File: config.mk
export PLATFORM = sky130hd
export DESIGN_NAME = uart_tx_arbiter
export DESIGN_NICKNAME = d
export VERILOG_FILES = /design/src/rtl/uart_arb_pkg.sv /design/src/rtl/rr_pick.sv /design/src/rtl/uart_tx_arbiter.sv
export SDC_FILE = /design/constraint.sdc
export NUM_CORES = 1
export LEC_CHECK = 0
export ABC_AREA = 0
export ABC_CLOCK_PERIOD_IN_PS = 4800
export BUFFER_PORTS_ARGS = -buffer_cell sky130_fd_sc_hd__buf_2
export CAP_MARGIN = 30
export CORE_ASPECT_RATIO = 1.4
export CORE_MARGIN = 3
export CORE_UTILIZATION = 50
export DETAILED_ROUTE_END_ITERATION = 7
export PLACE_DENSITY = 0.8
export SYNTH_ARGS = -nofsm -noshare
export SYNTH_HDL_FRONTEND = slang
export SYNTH_SLANG_ARGS = --single-unit
export TNS_END_PERCENT = 100
File: constraint.sdc
create_clock -name clk -period 4.8 [get_ports clk]
set_input_delay 1.44 -clock clk [delete_from_list [all_inputs] [get_ports clk]]
set_output_delay 1.44 -clock clk [all_outputs]
set_load 0.005 [all_outputs]
File: src/rtl/uart_arb_pkg.sv
// rtl/uart_arb_pkg.sv - shared types and constants for the UART TX arbiter
package uart_arb_pkg;

  localparam int N_REQ_DEFAULT = 4;
  localparam int BYTE_W        = 8;
  localparam int WDOG_CNT_W    = 8;

  typedef enum logic [2:0] {
    IDLE,
    SEND,
    WAIT_START,
    WAIT_END,
    HOLD
  } arb_state_e;

endpackage

File: src/rtl/rr_pick.sv
// rtl/rr_pick.sv - combinational round-robin picker starting at a priority pointer
module rr_pick
  import uart_arb_pkg::*;
#(
  parameter int N_REQ = N_REQ_DEFAULT,
  localparam int IW = $clog2(N_REQ)
) (
  input  logic [N_REQ-1:0] req,
  input  logic [IW-1:0]    ptr,
  output logic [N_REQ-1:0] win_oh,
  output logic [IW-1:0]    win_idx,
  output logic             any
);

  logic          found;
  logic [IW-1:0] idx;

  // Scan ptr, ptr+1, ... wrapping; the first requester seen wins.
  always_comb begin
    win_oh  = '0;
    win_idx = '0;
    any     = |req;
    found   = 1'b0;
    idx     = '0;
    for (int i = 0; i < N_REQ; i++) begin
      idx = IW'((int'(ptr) + i) % N_REQ);
      if (!found && req[idx]) begin
        found       = 1'b1;
        win_idx     = idx;
        win_oh[idx] = 1'b1;
      end
    end
  end

endmodule

File: src/rtl/uart_tx_arbiter.sv
// rtl/uart_tx_arbiter.sv - packet-granular round-robin sharing of one UART TX (optional UART_ARB_WDOG_EN watchdog)
module uart_tx_arbiter
  import uart_arb_pkg::*;
#(
  parameter int N_REQ       = N_REQ_DEFAULT,
  parameter int WDOG_CYCLES = 16,
  localparam int IW = $clog2(N_REQ)
) (
  input  logic                    clk,
  input  logic                    rst_n,
  input  logic [N_REQ-1:0]        req_valid,
  input  logic [N_REQ-1:0]        req_last,
  input  logic [BYTE_W*N_REQ-1:0] req_data,
  output logic [N_REQ-1:0]        req_ready,
  output logic [N_REQ-1:0]        grant,
  output logic                    busy,
  output logic                    uart_dv,
  output logic [BYTE_W-1:0]       uart_byte,
  input  logic                    uart_active
`ifdef UART_ARB_WDOG_EN
  ,
  output logic                    wdog_err
`endif
);

  if (N_REQ < 2 || N_REQ > 8) begin : g_bad_n_req
    $error("uart_tx_arbiter: N_REQ must be 2..8");
  end
  if (WDOG_CYCLES < 1 || WDOG_CYCLES > (1 << WDOG_CNT_W)) begin : g_bad_wdog
    $error("uart_tx_arbiter: WDOG_CYCLES does not fit the watchdog counter");
  end

  arb_state_e        state_q, state_d;
  logic [IW-1:0]     ptr_q, ptr_d;
  logic [IW-1:0]     owner_q, owner_d;
  logic [N_REQ-1:0]  grant_q, grant_d;
  logic [BYTE_W-1:0] byte_q, byte_d;
  logic              last_q, last_d;
`ifdef UART_ARB_WDOG_EN
  logic [WDOG_CNT_W-1:0] cnt_q, cnt_d;
  logic                  err_q, err_d;
`endif

  logic [N_REQ-1:0] pick_oh;
  logic [IW-1:0]    pick_idx;
  logic             pick_any;
  logic [IW-1:0]    ptr_next;
  logic             frame_done;

  rr_pick #(.N_REQ(N_REQ)) u_pick (
    .req     (req_valid),
    .ptr     (ptr_q),
    .win_oh  (pick_oh),
    .win_idx (pick_idx),
    .any     (pick_any)
  );

  // Priority moves to the requester just after the one that finished.
  assign ptr_next = (owner_q == IW'(N_REQ - 1)) ? '0 : owner_q + IW'(1);

  // Next-state, capture and handshake logic for the arbitration FSM.
  always_comb begin
    state_d    = state_q;
    ptr_d      = ptr_q;
    owner_d    = owner_q;
    grant_d    = grant_q;
    byte_d     = byte_q;
    last_d     = last_q;
    req_ready  = '0;
    frame_done = 1'b0;
`ifdef UART_ARB_WDOG_EN
    cnt_d      = cnt_q;
    err_d      = err_q;
`endif
    case (state_q)
      IDLE: begin
        // The serializer survives our reset, so wait for it to go quiet.
        if (!uart_active && pick_any) begin
          req_ready = pick_oh;
          byte_d    = req_data[{pick_idx, 3'b000} +: BYTE_W];
          last_d    = req_last[pick_idx];
          owner_d   = pick_idx;
          grant_d   = pick_oh;
          state_d   = SEND;
        end
      end
      SEND: begin
        state_d = WAIT_START;
`ifdef UART_ARB_WDOG_EN
        cnt_d   = '0;
`endif
      end
      WAIT_START: begin
        if (uart_active) begin
          state_d = WAIT_END;
        end
`ifdef UART_ARB_WDOG_EN
        else if (cnt_q == WDOG_CNT_W'(WDOG_CYCLES - 1)) begin
          // Serializer never started: drop the byte and carry on.
          err_d      = 1'b1;
          frame_done = 1'b1;
        end else begin
          cnt_d = cnt_q + WDOG_CNT_W'(1);
        end
`endif
      end
      WAIT_END: begin
        if (!uart_active) begin
          frame_done = 1'b1;
        end
      end
      HOLD: begin
        req_ready = grant_q;
        if (req_valid[owner_q]) begin
          byte_d  = req_data[{owner_q, 3'b000} +: BYTE_W];
          last_d  = req_last[owner_q];
          state_d = SEND;
        end
      end
      default: begin
        state_d = IDLE;
      end
    endcase

    if (frame_done) begin
      if (last_q) begin
        grant_d = '0;
        ptr_d   = ptr_next;
        state_d = IDLE;
      end else begin
        state_d = HOLD;
      end
    end
  end

  // State and datapath registers.
  always_ff @(posedge clk or negedge rst_n) begin
    if (!rst_n) begin
      state_q <= IDLE;
      ptr_q   <= '0;
      owner_q <= '0;
      grant_q <= '0;
      byte_q  <= '0;
      last_q  <= 1'b0;
`ifdef UART_ARB_WDOG_EN
      cnt_q   <= '0;
      err_q   <= 1'b0;
`endif
    end else begin
      state_q <= state_d;
      ptr_q   <= ptr_d;
      owner_q <= owner_d;
      grant_q <= grant_d;
      byte_q  <= byte_d;
      last_q  <= last_d;
`ifdef UART_ARB_WDOG_EN
      cnt_q   <= cnt_d;
      err_q   <= err_d;
`endif
    end
  end

  assign grant     = grant_q;
  assign busy      = (state_q != IDLE);
  assign uart_dv   = (state_q == SEND);
  assign uart_byte = byte_q;
`ifdef UART_ARB_WDOG_EN
  assign wdog_err  = err_q;
`endif

endmodule

==> results.md, run 1 <==
* Status: finished clean
* Hold/Removal Path Class: flip-flop to flip-flop
* Sequential element share of the synthesized area at 28.88%
* Synth Register Bits at 20
* Final wirelength at 4.056 mm
* Max-slew headroom at 47.77%
* Syn nets at 221
* Inserted Diodes at 0
* CTS Hold Bufs at 0
* Crit path max fanout at 10
* Total Routing Usage GR at 19.39%
* Placer congestion estimate at 0.8742
* Area Overhead vs Synth at 19.78%
* Antenna violations before repair at 0
* Number of I/O pins at 61
* Maximum capacitance violations at 0
* Unique masters post-synth at 40
* Clk_skew at 0.003625 ns
* Final Hold Vio Count at 0
* Detail Route Antenna Nets at 0
* Top FF cell, synth: dfrtp_1
* Post-layout util at 64.60%
* Fin crit period at 4.604 ns
* YS warnings at 0
* Hold path start: uart_byte[1]
* Flip-flop and latch area at 500.5 µm²
* Fmax achieved at 217.2 MHz
* CP startpoint: req_valid[2]
* Cell Rows at 24
* Die span in x at 55.76 µm
* Post-CTS setup buffer count at 0
* Gr ovfl total at 0
* Synth Cell Area at 1733 µm²
* Layout cells sized above 1 at 38.60%
* Nets at 280
* Slew @ Worst Pin at 0.7670 ns
* Setup crit start kind: primary input
* Die Ht at 75.66 µm
* RSZ-0062 raised after global routing: false
* Kind of critical path: primary input to output pin
* Vias in the first global route at 1473
* Peak supply drop at 0.4041 mV
* # resized after CTS at 0
* Largest net degree at the start of global routing at 21
* Vias at 1578
* Critical path capture point type: output pin
* Critical path cell sequence: buf_2 -> mux4_2 -> a2111oi_4 -> a221oi_1 -> o21ai_0 -> buf_2
* 1st-pass router iterations at 4
* Largest delay share family, worst path: compound AO/OA/AOI/OAI gates
* Slowest CP cell: mux4_2
* Vias per cell at 5.910
* Port bufs at 60
* PwrDens at 640.0 nW/µm²
* Fill cells at 271
* CP Buf/Inv Count at 2
* Syn avg cell area at 10.13 µm²
* Slew Limit Fails at 0
* Routed wire per std cell at 15.19 µm
* Cell mode on critical path: buf_2
* Setup TNS Final at 0 ns
* Starting Density at 53.93%
* Num CTS Buffers at 3
* Pwr Total at 1328 µW
* Clock Sinks at 20
* WP data required at 3.36 ns
* # placed instances at 264
* Core Area at 3213 µm²
* Final setup viols at 0
* Detailed Route Iter0 Violations at 52
* Hpwl dp at 3.266 mm
* Reg2reg start: ptr_q[0]
* Non-filler instance count after layout at 267
* CTS Root Cell: clkbuf_8
* Slowest Stage Delay on Critical Path at 0.57 ns
* Residual DRC count at 0
* Tcrit/Tclk final at 95.92%
* Worst-path clk slew at 0.07 ns
* Static leakage at 0.0009944 µW
* CTS tree: yes
* Cell count after synthesis at 171
* Clock buffer depth at 2
* EDFF count, synth at 0
* Area of the multi-input gates at 1147 µm²
* Die ar. at 4218 µm²
* Crit path DAT at 3.16 ns
* Wire length of the first global-routing pass at 6.541 mm
* CTS H-tree lvls at 1
* Worst skew pair latency at 0.25 ns
* Post-synth ARST share at 100.0%
==> cell usage after synthesis (2+ instances only) <==
library cell  number  area (µm²)
mux2i_1           23       230.2
dfrtp_1           20       500.5
nor2_1            17       63.81
nand2_1           16       60.06
o21ai_0           13       65.06
a21oi_1            9       45.04
a221oi_2           8       120.1
ha_1               7       87.58
a221oi_1           4       35.03
a22oi_1            4       30.03
inv_1              4       15.01
mux4_2             4       90.09
nor3_1             4       20.02
a211oi_1           3       22.52
buf_2              3       15.01
mux2_2             3       33.78
and2b_1            2       15.01
buf_6              2       22.52
clkbuf_1           2       7.510
nand4b_1           2       17.52
nor3b_1            2       15.01
==> power breakdown <==
part	leakage (µW)	internal (µW)	switching, µW	total (µW)
Combinational	0.000737	422	479	901
Clock	0.0000216	55.8	50.1	106
Sequential	0.000236	251	71.3	322
==> registers in the layout, summed over array words and instances (netlist names) <==
name / flops
owner_q: 2
last_q: 1
grant: 4
state_q: 3
ptr_q: 2
uart_byte: 8
==> layer usage <==
| layer | vias to the layer above | track usage (%) | part of all wire [%] |
|---|---|---|---|
| li1 | 768 | - | - |
| met1 | 734 | 20.85 | 39 |
| met2 | 72 | 36.71 | 51 |
| met3 | 4 | 5.085 | 8.3 |
| met4 | 0 | 7.297 | 1.3 |
| met5 | - | 0 | 0 |
==> final timing paths <==
kind,endpoint,slack [ns],cells after the start
min,uart_byte[1],0.59,2
min in group asynchronous,state_q[1],1.13,1
max in group asynchronous,uart_byte[7],3.35,1
max reg2reg,uart_byte[7],1.69,8
max,req_ready[0],0.20,6
min reg2reg,uart_byte[1],0.59,2
==> through the flow <==
stage / area (µm²) / setup slack [ns] / hold slack, ns
final: 2076 / 0.1960 / 0.5853
after global routing: 2076 / 0.04574 / 0.6224
after CTS: 2076 / 0.1997 / 0.5905
after detailed placement: 2034 / 0.2015 / 0.5805
after global placement: 2034 / 0.2194 / 0.5656
after floorplan: 1733 / 0.4285 / 0.5323
==> worst register-to-register path: stages (launching register included) <==
cell	delay, ns
dfrtp_1	0.35
inv_1	0.12
ha_1	0.51
mux2_4	0.34
a221o_1	0.31
a31o_4	0.28
mux2i_4	0.59
mux2i_1	0.22
a221oi_2	0.30
==> cell usage in the layout (no fill, tap or decap), types with 7 or more instances in the layout <==
cell type / instances
o21ai_0: 13
a221oi_2: 8
dfrtp_1: 20
ha_1: 7
nor2_1: 17
nand2_1: 16
a21oi_1: 9
buf_2: 60
mux2i_1: 23
==> kinds of logic (layout without fill, tap and decap cells) <==
family,after synthesis,in the layout,synth area share (%)
compound gates,50,50,25.27
buf+inv,13,70,4.909
mux,32,32,22.60
simple gates,49,49,13.29
fa+ha+maj,7,7,5.054
flops,20,20,28.88
==> layout make-up <==
| class | instances | area share [%] |
|---|---|---|
| clock buffers | 3 | 1.989 |
| inverters | 4 | 0.7233 |
| multi-input cells | 138 | 55.27 |
| flip-flops and latches | 20 | 24.11 |
| well taps | 39 | 2.351 |
| repair buffers | 63 | 15.55 |
(Power assumes the default switching activity.)
==> run 2, diff against run 1 <==
CAP_MARGIN = 20   (was 30)
PLACE_DENSITY = 0.88   (was 0.8)
==> run 2 against run 1 <==
Compared with the run above: clock skew decreased by 0.0021 ns; critical path depth unchanged; worst hold slack worse by 0.0046 ns; global-route usage up 1.1 points; clock-buffer cell count grew 1; clock power rose by 22%; cell area increased by 0.30%; core utilization rose by 0.19 points; cell count unchanged; fmax decreased by 1.2%; register-to-register slack got worse by 0.29 ns; critical path type unchanged; critical endpoint is now req_ready[1].
==> results.md, run 2 (synthesis results as in run 1) <==
* Flip-flop and latch area at 500.5 µm²
* Area of the multi-input gates at 1147 µm²
* Crit path DAT at 3.22 ns
* Vias in the first global route at 1555
* Crit path max fanout at 10
* Final wirelength at 4.180 mm
* Clk_skew at 0.001503 ns
* Tcrit/Tclk final at 97.04%
* CTS tree: yes
* Slowest CP cell: mux4_2
* Setup WS post-layout at 0.1421 ns
* Critical path cell sequence: buf_2 -> mux4_2 -> a2111oi_4 -> a221oi_1 -> o21ai_0 -> buf_2
* Vias per cell at 5.955
* CTS Hold Bufs at 0
* Core Area at 3213 µm²
* Largest delay share family, worst path: compound AO/OA/AOI/OAI gates
* Die Ht at 75.66 µm
* # placed instances at 263
* Vias at 1590
* Wire length of the first global-routing pass at 6.900 mm
* DP Worst Slack at 0.2130 ns
* Critical path capture point type: output pin
* 1st-pass router iterations at 4
* Clock buffer depth at 2
* Port bufs at 60
* Fmax achieved at 214.7 MHz
* Setup crit start kind: primary input
* Gr ovfl total at 0
* CTS H-tree lvls at 1
* Setup TNS Final at 0 ns
* Clock Sinks at 20
* Starting Density at 53.93%
* Most frequent cells in the layout: buf_2, mux2i_1, dfrtp_1
* Max-slew headroom at 45.59%
* Fin crit period at 4.658 ns
* Largest net degree at the start of global routing at 21
* Reg2reg start: ptr_q[1]
* Hold/Removal Path Class: flip-flop to flip-flop
* CTS Root Cell: clkbuf_8
* Slew Limit Fails at 0
* Peak supply drop at 0.4485 mV
* Layout cells sized above 1 at 38.60%
* # resized after CTS at 0
* Die ar. at 4218 µm²
* CP Buf/Inv Count at 2
* Routed wire per std cell at 15.66 µm
* RSZ-0062 raised after global routing: false
* Final setup viols at 0
* Detail Route Antenna Nets at 0
* Cell mode on critical path: buf_2
* Post-CTS setup buffer count at 0
* Most common cell after layout, fill and taps aside: buf_2
* Largest register FFs at 8
* Net Switching at 607.8 µW
* Worst-path clk slew at 0.07 ns
* Area Overhead vs Synth at 20.14%
* Status: finished clean
* Inserted Diodes at 0
* Number of I/O pins at 61
* Placer congestion estimate at 0.8456
* Slew @ Worst Pin at 0.8143 ns
* Static leakage at 0.0009964 µW
* Kind of critical path: primary input to output pin
* Sequential share of power at 25.0%
* Nets at 279
* Slowest Stage Delay on Critical Path at 0.57 ns
* PwrDens at 647.2 nW/µm²
* Switching share of power at 45.10%
* Clock power frac at 9.6%
* CP startpoint: req_valid[2]
* Total Routing Usage GR at 20.50%
* Cell Rows at 24
* Non-filler instance count after layout at 267
* Final Hold Vio Count at 0
* Worst skew pair latency at 0.26 ns
* Residual DRC count at 0
* Num CTS Buffers at 3
* Die span in x at 55.76 µm
* WP data required at 3.36 ns
* Detailed Route Iter0 Violations at 56
* Internal at 739.7 µW
* Antenna violations before repair at 0
* Combinational Power Share at 65.5%
* Hold path start: state_q[0]
* Maximum capacitance violations at 0
* Hpwl dp at 3.280 mm
* Fill cells at 270
[run 2: cell types whose count changed in the layout (fill, tap and decap cells not counted)]
cell / previous run / this run
buf_4: 3 / 2
clkbuf_8: 3 / 4
[run 2: power by group through the flow]
| stage | Clock [µW] | Combinational, µW | Sequential (µW) |
|---|---|---|---|
| floorplan | 0 | 734 | 319 |
| global placement | 0 | 855 | 332 |
| detailed placement | 0 | 884 | 337 |
| CTS | 130 | 886 | 334 |
| global route | 138 | 966 | 348 |
| finish | 129 | 882 | 336 |
[run 2: final timing paths]
path	end	slack, ns	cells after the start
setup / recovery	req_ready[1]	0.14	6
hold / removal	state_q[1]	0.58	1
setup reg to reg	uart_byte[1]	1.40	8
hold reg to reg	state_q[1]	0.58	1
max in group asynchronous	uart_byte[2]	3.37	1
min in group asynchronous	state_q[1]	1.12	1
[run 2: per-layer routing]
| layer | wire length [µm] | part of all wire [%] | track usage (%) |
|---|---|---|---|
| met5 | 0 | 0 | 0 |
| met1 | 1636 | 39 | 22.80 |
| met2 | 2101 | 50 | 36.71 |
| met3 | 336 | 8.0 | 5.254 |
| met4 | 106 | 2.5 | 10.27 |
[run 2: layout make-up]
class | count | area share [%]
Inverter | 4 | 0.7212
Multi-Input combinational cell | 138 | 55.11
Timing Repair Buffer | 62 | 15.14
Clock buffer | 4 | 2.644
Tap cell | 39 | 2.344
Sequential cell | 20 | 24.04
[run 2: through the flow]
step / area, µm² / hold slack, ns / total power (µW) / utilization, %
2_1_floorplan: 1733 / 0.5323 / 1053 / -
3_3_place_gp: 2027 / 0.5609 / 1187 / 63.08
3_5_place_dp: 2027 / 0.5669 / 1222 / 63.08
4_1_cts: 2082 / 0.5783 / 1351 / 64.80
5_1_grt: 2082 / 0.5948 / 1452 / 64.80
6_report: 2082 / 0.5807 / 1348 / 64.80
==> run 3, diff against run 2 <==
CELL_PAD_IN_SITES_DETAIL_PLACEMENT = 0   (was default)
CELL_PAD_IN_SITES_GLOBAL_PLACEMENT = 1   (was default)
CORE_UTILIZATION = 37   (was 50)
PLACE_DENSITY = 0.87   (was 0.88)
==> run 3 against run 2 <==
Compared with the run above: register-to-register slack better by 0.30 ns; wire length up 1.9%; via count down 3.1%; sequential power down 4%; fmax up 0.30%; first-iteration DRC count down 46%; non-clock buffer count up 1; combinational power up 2.8%; critical path depth unchanged; largest power group unchanged; highest routed layer is now met3.
==> results.md, run 3 (synthesis results as in run 1) <==
* 1st-pass router iterations at 4
* Crit path max fanout at 10
* R2r worst-path depth at 8
* Post-CTS setup buffer count at 0
* Area Overhead vs Synth at 22.09%
* Largest net degree at the start of global routing at 21
* Static leakage at 0.001002 µW
* Crit path DAT at 3.20 ns
* Final setup viols at 0
* Antenna violations before repair at 0
* Clock buffer depth at 2
* Post-layout util at 48.31%
* Fin crit period at 4.644 ns
* Reg2reg start: ptr_q[0]
* Status: finished clean
* Switching share of power at 45.11%
* CP startpoint: req_valid[1]
* Die Ht at 86.98 µm
* Vias in the first global route at 1586
* Final wirelength at 4.260 mm
* Kind of critical path: primary input to output pin
* Core Area at 4379 µm²
* CTS tree: yes
* Gr ovfl total at 0
* Cell Rows at 28
* Reg2Reg Setup Slack at 1.70 ns
* Hold path start: uart_byte[1]
* Peak supply drop at 0.4422 mV
* Die span in x at 63.84 µm
* Most frequent cells in the layout: buf_2, mux2i_1, dfrtp_1
* Routed wire per std cell at 14.74 µm
* RSZ-0062 raised after global routing: false
* Setup TNS Final at 0 ns
* Detailed Route Iter0 Violations at 30
* Die ar. at 5552 µm²
* Fmax achieved at 215.3 MHz
* Port bufs at 60
* Total Routing Usage GR at 16.39%
* # resized after CTS at 0
* WP data required at 3.36 ns
* Worst-path clk slew at 0.08 ns
* Combinational Power Share at 66.9%
* Critical path cell sequence: buf_2 -> mux4_2 -> a2111oi_4 -> a221oi_1 -> o21ai_0 -> buf_2
* Slowest Stage Delay on Critical Path at 0.53 ns
* Residual DRC count at 0
* Net Switching at 612.0 µW
* Hold-critical path depth at 2
* Cell mode on critical path: buf_2
* Starting Density at 39.57%
* Reg2reg end: uart_byte[4]
* Inserted Diodes at 0
* Hpwl dp at 3.399 mm
* Nets at 280
* Vias per cell at 5.329
* Final Hold Vio Count at 0
* Tcrit/Tclk final at 96.75%
* Max-slew headroom at 45.63%
* Vias at 1540
* Most common cell after layout, fill and taps aside: buf_2
* Clock Sinks at 20
* Critical path capture point type: output pin
* Placer congestion estimate at 0.8964
* Clk_skew at 0.001928 ns
* Num CTS Buffers at 3
* CTS Hold Bufs at 0
* Maximum capacitance violations at 0
* Detail Route Antenna Nets at 0
* PwrDens at 641.2 nW/µm²
* CTS H-tree lvls at 1
* CTS Root Cell: clkbuf_8
* Fill cells at 412
* Hold Path End: uart_byte[1]
* Setup crit start kind: primary input
* Layout cells sized above 1 at 38.86%
* Worst skew pair latency at 0.25 ns
* Sequential share of power at 23.6%
* Clock power frac at 9.5%
* Wire length of the first global-routing pass at 7.438 mm
* Slew Limit Fails at 0
* Slew @ Worst Pin at 0.8138 ns
* Number of I/O pins at 61
* Internal at 744.8 µW
* Slowest CP cell: mux4_2
* Hold/Removal Path Class: flip-flop to flip-flop
* Largest register FFs at 8
-- run 3: cell count changes in the layout (fill, tap and decap cells not counted) --
cell   previous run  this run
buf_4             2         3
-- run 3: worst max-delay path by stage --
stage | to | slack (ns) | depth (start not counted)
after global placement | req_ready[3] | 0.19 | 6
after CTS | req_ready[3] | 0.16 | 6
after floorplan | req_ready[2] | 0.43 | 5
after global routing | req_ready[3] | 0.03 | 8
final | req_ready[3] | 0.16 | 6
after detailed placement | req_ready[3] | 0.17 | 6
-- run 3: stage by stage --
| stage | total power (µW) | setup slack [ns] | hold WS [ns] | cell area (µm²) | std cells |
|---|---|---|---|---|---|
| after floorplan | 1053 | 0.4285 | 0.5323 | 1733 | 171 |
| after global placement | 1227 | 0.1947 | 0.5655 | 2061 | 285 |
| after detailed placement | 1240 | 0.1671 | 0.5778 | 2061 | 285 |
| after CTS | 1372 | 0.1569 | 0.5902 | 2116 | 289 |
| after global routing | 1485 | 0.02595 | 0.6122 | 2116 | 289 |
| final | 1357 | 0.1559 | 0.5827 | 2116 | 289 |
-- run 3: power groups by stage --
stage               Combinational (µW)  Clock (µW)  Sequential [µW]
CTS                                919         132              321
finish                             907         129              321
global placement                   904           0              323
floorplan                          734           0              319
detailed placement                 915           0              325
global route                      1010         140              337
-- run 3: critical path: cells and delay by family --
family,cells,cell delay (ns)
buf+inv,2,0.30
mux,1,0.53
compound gates,3,0.93
-- run 3: layer usage --
metal	share of wire, %	GRT usage, %
met5	0	0
met4	0	1.768
met3	5.4	2.455
met2	54	30.76
met1	41	20.16
-- run 3: final cells by class --
cell class / instances / area (µm²) / share of cell area (%)
tap: 60 / 75.07 / 3.548
multi-input combinational: 138 / 1147 / 54.23
timing repair buffer: 63 / 322.8 / 15.26
sequential: 20 / 500.5 / 23.65
inverter: 4 / 15.01 / 0.7096
clock buffer: 4 / 55.05 / 2.602
